## config.mk

```make
export PLATFORM = sky130hd
export DESIGN_NAME = bcd_display_mux
export DESIGN_NICKNAME = d
export VERILOG_FILES = /design/src/rtl/bcd_display_mux.sv
export SDC_FILE = /design/constraint.sdc
export NUM_CORES = 1
export LEC_CHECK = 0
export CAP_MARGIN = 20
export CORE_MARGIN = 3
export CORE_UTILIZATION = 56
export CTS_CLUSTER_SIZE = 24
export DETAILED_ROUTE_END_ITERATION = 10
export PLACE_DENSITY = 0.84
export REMOVE_ABC_BUFFERS = 1
export SLEW_MARGIN = 25
export SYNTH_ARGS = -nofsm -noshare
export SYNTH_HDL_FRONTEND = slang
export SYNTH_SLANG_ARGS = --single-unit
```

## constraint.sdc

```tcl
create_clock -name clk -period 2.5 [get_ports clk]
set_input_delay 0.5 -clock clk [delete_from_list [all_inputs] [get_ports clk]]
set_output_delay 0.5 -clock clk [all_outputs]
set_load 0.005 [all_outputs]
```

## src/rtl/bcd_display_mux.sv

```systemverilog
// Time-multiplexed 3-digit common-anode 7-segment driver fed by a 12-bit BCD word.
// Define BCD_DISPLAY_MUX_LZB_EN to blank leading zeros on the tens and hundreds digits.
module bcd_display_mux #(
    parameter int REFRESH_DIV = 50000,
    parameter int DIV_W       = 16,
    parameter int BLANK_CYC   = 4
) (
    input  logic        clk,
    input  logic        rst,
    input  logic [11:0] bcd_in,
    output logic [6:0]  seg,
    output logic [2:0]  an,
    output logic        frame_done
);

    localparam logic [1:0] DIG_UNITS    = 2'd0;
    localparam logic [1:0] DIG_TENS     = 2'd1;
    localparam logic [1:0] DIG_HUNDREDS = 2'd2;

    logic [DIV_W-1:0] div_cnt_q, div_cnt_d;
    logic [1:0]       dig_sel_q, dig_sel_d;
    logic [11:0]      shadow_q, shadow_d;
    logic [6:0]       seg_q, seg_d;
    logic [2:0]       an_q, an_d;
    logic             frame_done_q, frame_done_d;

    logic tick;
    logic capture;
    logic in_gap;
    logic lz_blank;

    function automatic logic [6:0] decode(input logic [3:0] nib);
        logic [6:0] s;
        case (nib)
            4'd0:    s = 7'h40;
            4'd1:    s = 7'h79;
            4'd2:    s = 7'h24;
            4'd3:    s = 7'h30;
            4'd4:    s = 7'h19;
            4'd5:    s = 7'h12;
            4'd6:    s = 7'h02;
            4'd7:    s = 7'h78;
            4'd8:    s = 7'h00;
            4'd9:    s = 7'h10;
            default: s = 7'h3F;
        endcase
        return s;
    endfunction

    assign tick    = (div_cnt_q == DIV_W'(REFRESH_DIV - 1));
    assign capture = tick && (dig_sel_q == DIG_HUNDREDS);

    // With no gap configured the comparison would be constant-false, so it is elided.
    generate
        if (BLANK_CYC == 0) begin : g_no_gap
            assign in_gap = 1'b0;
        end else begin : g_gap
            assign in_gap = (div_cnt_q < DIV_W'(BLANK_CYC));
        end
    endgenerate

`ifdef BCD_DISPLAY_MUX_LZB_EN
    assign lz_blank = ((dig_sel_q == DIG_HUNDREDS) && (shadow_q[11:8] == 4'h0)) ||
                      ((dig_sel_q == DIG_TENS)     && (shadow_q[11:4] == 8'h00));
`else
    assign lz_blank = 1'b0;
`endif

    always_comb begin
        div_cnt_d    = tick ? '0 : div_cnt_q + DIV_W'(1);
        shadow_d     = capture ? bcd_in : shadow_q;
        frame_done_d = capture;
        dig_sel_d    = DIG_UNITS;
        case (dig_sel_q)
            DIG_UNITS:    dig_sel_d = tick ? DIG_TENS     : DIG_UNITS;
            DIG_TENS:     dig_sel_d = tick ? DIG_HUNDREDS : DIG_TENS;
            DIG_HUNDREDS: dig_sel_d = tick ? DIG_UNITS    : DIG_HUNDREDS;
            default:      dig_sel_d = DIG_UNITS;
        endcase
    end

    // Outputs are registered from the current slot state, so they trail div_cnt by one cycle.
    always_comb begin
        an_d  = 3'b111;
        seg_d = 7'h7F;
        if (!in_gap && !lz_blank) begin
            case (dig_sel_q)
                DIG_UNITS: begin
                    an_d  = 3'b110;
                    seg_d = decode(shadow_q[3:0]);
                end
                DIG_TENS: begin
                    an_d  = 3'b101;
                    seg_d = decode(shadow_q[7:4]);
                end
                DIG_HUNDREDS: begin
                    an_d  = 3'b011;
                    seg_d = decode(shadow_q[11:8]);
                end
                default: begin
                    an_d  = 3'b111;
                    seg_d = 7'h7F;
                end
            endcase
        end
    end

    always_ff @(posedge clk or negedge rst) begin
        if (!rst) begin
            div_cnt_q    <= '0;
            dig_sel_q    <= DIG_UNITS;
            shadow_q     <= 12'h000;
            seg_q        <= 7'h7F;
            an_q         <= 3'b111;
            frame_done_q <= 1'b0;
        end else begin
            div_cnt_q    <= div_cnt_d;
            dig_sel_q    <= dig_sel_d;
            shadow_q     <= shadow_d;
            seg_q        <= seg_d;
            an_q         <= an_d;
            frame_done_q <= frame_done_d;
        end
    end

    assign seg        = seg_q;
    assign an         = an_q;
    assign frame_done = frame_done_q;

endmodule

```

# Word-level counts from Yosys, hierarchy flattened
# Memories as Yosys holds them, arrays and structs flattened.
# Index checks and enable logic that the tools add are counted.
# word_totals
in_bits	14
reg_bits	41
output_inout_bits	11
mem_bits_ro	336
n_memories	3
word_cells	25
# classes
n_addsub	1
n_lt_le_gt_ge	1
n_reduce_logical	2
mux	9
n_eq_ne	3
# memory_table
memory	depth	width	read_ports	rd_ports_with_merged_regs	write_ports	line_no	source
(no name shown)	16	7	1	0	0	34	case (nib)
(no name shown)	16	7	1	0	0	34	
(no name shown)	16	7	1	0	0	34	
# op_table
operator	count
7-bit case mux with 3 select lines	1
16-bit by 1-bit adder with 16-bit output, second input constant	1
16-bit == test, second input constant	1
16-bit by 3-bit < comparator with 1-bit output, second input constant	1
16-bit two-way mux	1
3-bit case mux with 3 select lines	1
7-bit two-way mux	1
2-bit case mux with 3 select lines	1
2-bit two-way mux	2
3-bit two-way mux	1
2-bit by 1-bit == test with 1-bit output, second input constant	1
2-bit == test, second input constant	1
2-bit zero test	1
1-bit logical AND	1
1-bit two-way mux	1

# Depth between registers and ports, before layout
# Gate-level depths: netlist (run 1).
# logic_depth
word_depth	3
mapped_depth	6
depth_no_buf	6

# Worst setup path after synthesis (run 1)
# OpenSTA, ideal clock, no wires.
# synth_path
path_kind	reg2reg
start	register div_cnt_q[0]
end	register shadow_q[10]
path_buffers	1
slack_ps	736
period_less_slack_ps	1764
t_arrival_ps	1640
setup_ps	125
required_time_ps	2375
path_stages_with_launch	7
path_cell_list	dfrtp_1 > ha_1 > and4_1 > and4_1 > nand2_1 > buf_6 > mux2_2
# synth_via
elab_chain_cells	2
# synth_rtl
element	line_no	source
from (decl)	20	logic [DIV_W-1:0] div_cnt_q, div_cnt_d;
from (signal assigned)	117	div_cnt_q <= div_cnt_d;
16-bit == test	50	assign tick = (div_cnt_q == DIV_W'(REFRESH_DIV - 1));
1-bit logical AND	51	assign capture = tick && (dig_sel_q == DIG_HUNDREDS);
to (signal assigned)	119	shadow_q <= shadow_d;
to (decl)	22	logic [11:0] shadow_q, shadow_d;
# No other way between the ends.
# A chain may end at the register's enable or synchronous reset.

# Worst setup path in the final report (run 1)
# layout_path
start	register div_cnt_q[0]
end	register shadow_q[1]
# The elaborated chain is that of the path after synthesis.

==> run metrics, run 1 <==
outcome finished clean; Worst Clk Skew ~0.01 ns; crit path time final just over 2 ns; Post-Synth XOR/XNOR Area roughly 5.3%; Post-synth top flop dfrtp_1; Total Wirelength around 4200 um; Filler cells 300; die area 4904 sq um; post-synthesis compound-gate area fraction 9.591%; Cell Area, Synth 2296 sq um; Ant. Diodes 0; largest family of logic cells by synthesized area simple AND/OR/NAND/NOR gates; Unique masters post-synth 42; number of global-route vias before repair 1,562; GRT overflow 0; most frequent cells in the layout dfrtp_1 (31), clkdlybuf4s50_1 (23), ha_1 (19), nor2_1 (18); FF/Latch Area 1039 sq um; hold buffer count at cts 0; TritonRoute pass-1 iters 4; Crit-path slowest cell nand2_1; Static Leakage between 1 and 1.5 nW; simple-gate share of the synthesized area roughly a fifth; Routability Congestion 0.8573; worst min path class in2async; post-synthesis instance total 219; WP data required about 2.7 ns; clk slew on worst S/H paths 0.08 ns; Max Fclk approximately 500 MHz; R2R cell count 5; Buffers on Ports 24; Placeable Area 3799 sq um; Least-Margin Pin Slew around 0.9 ns; Critical Path Sink Type register; power per cell area between 500 and 600 nW/um^2; layout cells sized above 1 approximately 16%; Vias per Instance a little under 6; largest net degree at the start of global routing 42; critical path arrival 2.20 ns; Crit path top cell by count and4_1; IO Count 25; clock root buffer clkbuf_8; VDD IR max 0.2557 mV; Crit Path Class reg2reg; initial antenna violation count 0; slew margin rel. between 40% and 50%; max-cap violation count 0; Tot GR Track Use a little under a fifth; Initial DRC Count 102; drc violations 0; CTS tree yes; CTS max path bufs 2; most common cell after layout, fill and taps aside dfrtp_1; CTS resizes 0; H-tree Lvls 2; crit path to shadow_q[1]; Worst Setup SP div_cnt_q[0]; Post CTS Setup Buffer Count 0; Multi-input gate area between 1000 and 1500 sq um; largest stage delay on the critical path approximately 0.43 ns; Synth Area in Adders roughly a tenth; FF-to-FF Start div_cnt_q[0]; Post-DP HPWL 3034 um; mux share of post-synthesis cell area between 6 and 7%; setup slack, reg-to-reg slightly below 0.5 ns; final setup TNS 0 ns; final-report setup violation count 0; Rows 22; register area share after synthesis between 40% and 50%; Avg WL per Cell approximately 14 um; ys async rst share 100.0%; fin. max-slew vios 0; Total Nets Final between 200 and 300; Place WS between 0.4 and 0.5 ns; number of enable flip-flop cells after synthesis 0; die height ~70 um; clock sinks 41; Yosys warning count 0; Clock Latency Late Sink 0.30 ns; Hold Vio Cnt, Final 0; remaining antenna violation count 0; Final Cycle Share about four fifths; Synth-to-Final Area Change 16.46%; CTS buffer count 5; CP Max Fanout 13; global-route wire length before repair roughly 7400 um; crit-path cells ha_1, and4_1, and4_1, nand2_1, mux2_2; RSZ-0062 raised after global routing no; Initial Util between 60% and 70%; Die W 70.03 um; Post-Syn Area per Cell between 10 and 15 sq um; Yosys reg bits 41; via count roughly 1,700; final worst setup slack about 0.48 ns; worst r2r dst shadow_q[1]; Worst setup SP type register
[through the flow]
stage                     utilization (%)  total power, mW  instances  instance area (sq um)  hold WS [ns]
after floorplan                         -           0.7758        211                   2251        0.2044
after global placement              67.23           0.8382        284                   2554        0.4627
after detailed placement            67.23           0.8435        284                   2554        0.4789
after CTS                           70.39            1.397        292                   2674        0.3446
after global routing                70.39            1.447        292                   2674        0.3829
final                               70.39            1.384        292                   2674        0.3186
[worst min path at each step]
stage                      start           end
floorplan                    rst  dig_sel_q[0]
global placement    div_cnt_q[0]  div_cnt_q[0]
detailed placement  div_cnt_q[0]  div_cnt_q[0]
CTS                          rst  dig_sel_q[0]
global route                 rst  dig_sel_q[0]
finish                       rst  dig_sel_q[0]
[cell families after synthesis]
kind of cell    Yosys count
simple gates             78
flops                    41
compound gates           34
buf+inv                  19
fa+ha+maj                19
xor+xnor                 14
mux                      14
[worst max-delay path: cells and delay by family, from the launching register on]
kind	cells	cell delay (ns)
DFF	1	0.41
muxes	1	0.40
adders and majority gates	1	0.26
and+or+nand+nor	3	0.83
[flip-flops by register name (all words and copies together), names as in the netlist]
register,cells
seg,7
dig_sel_q,2
frame_done,1
an,3
div_cnt_q,16
shadow_q,12
[cell type report]
| type | instances | share of cell area, % |
|---|---|---|
| Clock buffer | 6 | 3.088 |
| Multi-Input combinational cell | 159 | 43.80 |
| Clock inverter | 2 | 1.404 |
| Tap cell | 48 | 2.246 |
| Sequential cell | 41 | 38.84 |
| Timing Repair Buffer | 25 | 9.078 |
| Inverter | 11 | 1.544 |
[synth_stat cells (all sizes together) (4+ instances only)]
cell | count | share of area, %
nor2 | 18 | 2.9
nor2b | 10 | 2.7
nor4 | 5 | 1.4
nand2 | 12 | 2.0
nor3 | 5 | 1.1
inv | 11 | 1.8
mux2 | 12 | 5.9
xor2 | 8 | 3.1
dfrtp | 31 | 34
ha | 19 | 10
a21oi | 10 | 2.2
nand4 | 7 | 1.9
clkbuf | 6 | 0.98
dfstp | 10 | 11
o31ai | 4 | 1.3
xnor2 | 6 | 2.3
nand3 | 4 | 1.3
o21ai | 6 | 1.3
[report_power, final]
group	leakage (nW)	total, mW	switching [mW]	internal (mW)
Sequential	0.496	0.712	0.0233	0.688
Clock	0.0574	0.553	0.229	0.324
Combinational	0.656	0.119	0.0531	0.0663
[layer usage]
metal  vias up  share of wire (%)  track usage [%]  wire [um]
li1        814                  -                -          -
met1       812                 48            26.99       2010
met2        53                 45            26.97       1881
met3         8                5.9            4.317        248
met4         0                1.8            7.872         74
met5         -                  0                0          0
No activity file was read; power rests on OpenSTA's default activity.
==> run 2, diff against run 1 <==
==> constraint.sdc (replaced) <==
create_clock -name clk -period 1.9 [get_ports clk]
set_input_delay 0.38 -clock clk [delete_from_list [all_inputs] [get_ports clk]]
set_output_delay 0.38 -clock clk [all_outputs]
set_load 0.005 [all_outputs]
==> run 2 against run 1 <==
Combinational power up 33%. Clock power up 6.7%. Largest power group unchanged. Sequential cell count unchanged. Routed wire length up 1.7%. Clock skew down 0.0015 ns. Die area unchanged. Critical path depth unchanged. Worst hold slack worse by 0.29 ns. Sequential power up 31%. Total power up 22%. Cell count up 2.1%.
==> run metrics, run 2 (synthesis gave the netlist of run 1 again) <==
Crit Path Class reg2reg; worst r2r dst shadow_q[11]; slew margin rel. about 62%; drc violations 0; Hold Vio Cnt, Final 0; IO Count 25; Util after Layout between 70% and 80%; Placeable Area around 3800 sq um; GRT overflow 0; CP Max Fanout 13; outcome finished clean; layout cells sized above 1 between 15 and 20%; Vias per Instance 5.638; crit path to shadow_q[11]; Initial DRC Count between 100 and 150; Buffers on Ports 24; Synth-to-Final Area Change 17.93%; Max Fclk 571.2 MHz; Critical Path Sink Type register; final hold slack between 0.03 and 0.04 ns; CTS tree yes; initial antenna violation count 0; worst min path class in2async; hold buffer count at cts 0; Total Wirelength around 4300 um; R2R cell count 5; clk slew on worst S/H paths ~0.080 ns; Ant. Diodes 0; VDD IR max slightly above 0.5 mV; Worst Clk Skew just over 0.008 ns; Static Leakage 1.237 nW; setup slack, reg-to-reg 0.15 ns; CTS resizes 0; clock root buffer clkbuf_8; Worst setup SP type register; max-cap violation count 0; Final Cycle Share 92.14%; final-report setup violation count 0; most common cell after layout, fill and taps aside dfrtp_1; Rows 22; global-route wire length before repair between 7000 and 8000 um; die area 4904 sq um; fin. max-slew vios 0; TritonRoute pass-1 iters 4; critical path arrival 1.93 ns; Tot GR Track Use a little under a fifth; FF-to-FF Start div_cnt_q[13]; WP data required 2.08 ns; clock sinks a little over 40; max reg flops 16; CTS buffer count 5; Die W between 70 and 80 um; Post CTS Setup Buffer Count 0; remaining antenna violation count 0; number of global-route vias before repair between 1,500 and 2,000; Total Nets Final 282; crit path time final about 1.8 ns; Initial Util around three fifths; Avg WL per Cell between 10 and 15 um; H-tree Lvls 2; RSZ-0062 raised after global routing no; Least-Margin Pin Slew between 0.5 and 0.6 ns; via count 1,680; Routability Congestion around 0.85; die height 70.03 um; Worst Setup SP div_cnt_q[13]; power per cell area about 620 nW/um^2; CTS max path bufs 2; largest net degree at the start of global routing 23; most frequent cells in the layout dfrtp_1 (31), clkdlybuf4s50_1 (23), ha_1 (19), nor2_1 (18); Post-DP HPWL around 3300 um; Clock Latency Late Sink 0.30 ns; most flop-heavy register div_cnt_q
## run 2: cell count changes in the layout (fill, tap and decap cells not counted)
cell        delta
buf_12         +1
buf_4          +5
bufinv_16      -1
clkinv_2       +1
clkinv_4       +1
clkinvlp_4     -1
## run 2: critical path, cell delays in order (launching register included)
cell     delay (ns)
dfrtp_1        0.44
nor4_1         0.39
and4_1         0.27
nand2_1        0.10
buf_12         0.16
mux2_2         0.27
## run 2: area by class of cell
type / count / area [sq um]
Clock buffer: 6 / 82.58
Inverter: 11 / 41.29
Sequential cell: 41 / 1039
Fill cell: 290 / 1091
Timing Repair Buffer: 31 / 300.3
Tap cell: 48 / 60.06
Clock inverter: 2 / 13.76
Multi-Input combinational cell: 159 / 1171
## run 2: worst min-delay path by stage
stage / start / end / slack, ns / cells after the start
finish: rst / dig_sel_q[0] / 0.03 / 1
global route: rst / div_cnt_q[3] / 0.05 / 1
CTS: rst / div_cnt_q[3] / 0.04 / 1
detailed placement: rst / shadow_q[0] / 0.36 / 1
global placement: rst / shadow_q[0] / 0.36 / 1
floorplan: rst / dig_sel_q[0] / 0.08 / 0
## run 2: per-layer routing
layer,global-route usage [%],share of wire (%)
met5,0,0
met3,5.180,5.9
met2,26.86,43
met4,3.830,0.98
met1,27.55,50
## run 2: report_power, final
group          internal (mW)  total, mW  switching, mW  leakage (nW)
registers              0.906      0.936         0.0304         0.496
logic                 0.0896      0.158         0.0681         0.690
clock network          0.294      0.590          0.296        0.0512
## run 2: through the flow
| stage | setup slack (ns) | power [mW] | cells | cell area (sq um) | TNS [ns] |
|---|---|---|---|---|---|
| after CTS | 0.1467 | 1.699 | 298 | 2708 | 0 |
| final | 0.1494 | 1.684 | 298 | 2708 | 0 |
| after detailed placement | 0.1715 | 1.112 | 290 | 2611 | 0 |
| after global placement | 0.1940 | 1.107 | 290 | 2611 | 0 |
| after floorplan | -0.05310 | 1.021 | 211 | 2251 | -0.6372 |
| after global routing | 0.05845 | 1.765 | 298 | 2708 | 0 |
==> run 3, diff against run 2 <==
--- a/config.mk
+++ b/config.mk
@@ -5,7 +5,6 @@
 export SDC_FILE = /design/constraint.sdc
 export NUM_CORES = 1
 export LEC_CHECK = 0
-export CAP_MARGIN = 20
 export CORE_MARGIN = 3
 export CORE_UTILIZATION = 56
 export CTS_CLUSTER_SIZE = 24
==> results of run 3 <==
Same layout as run 2: the final DEF is identical, and so are final timing and power.
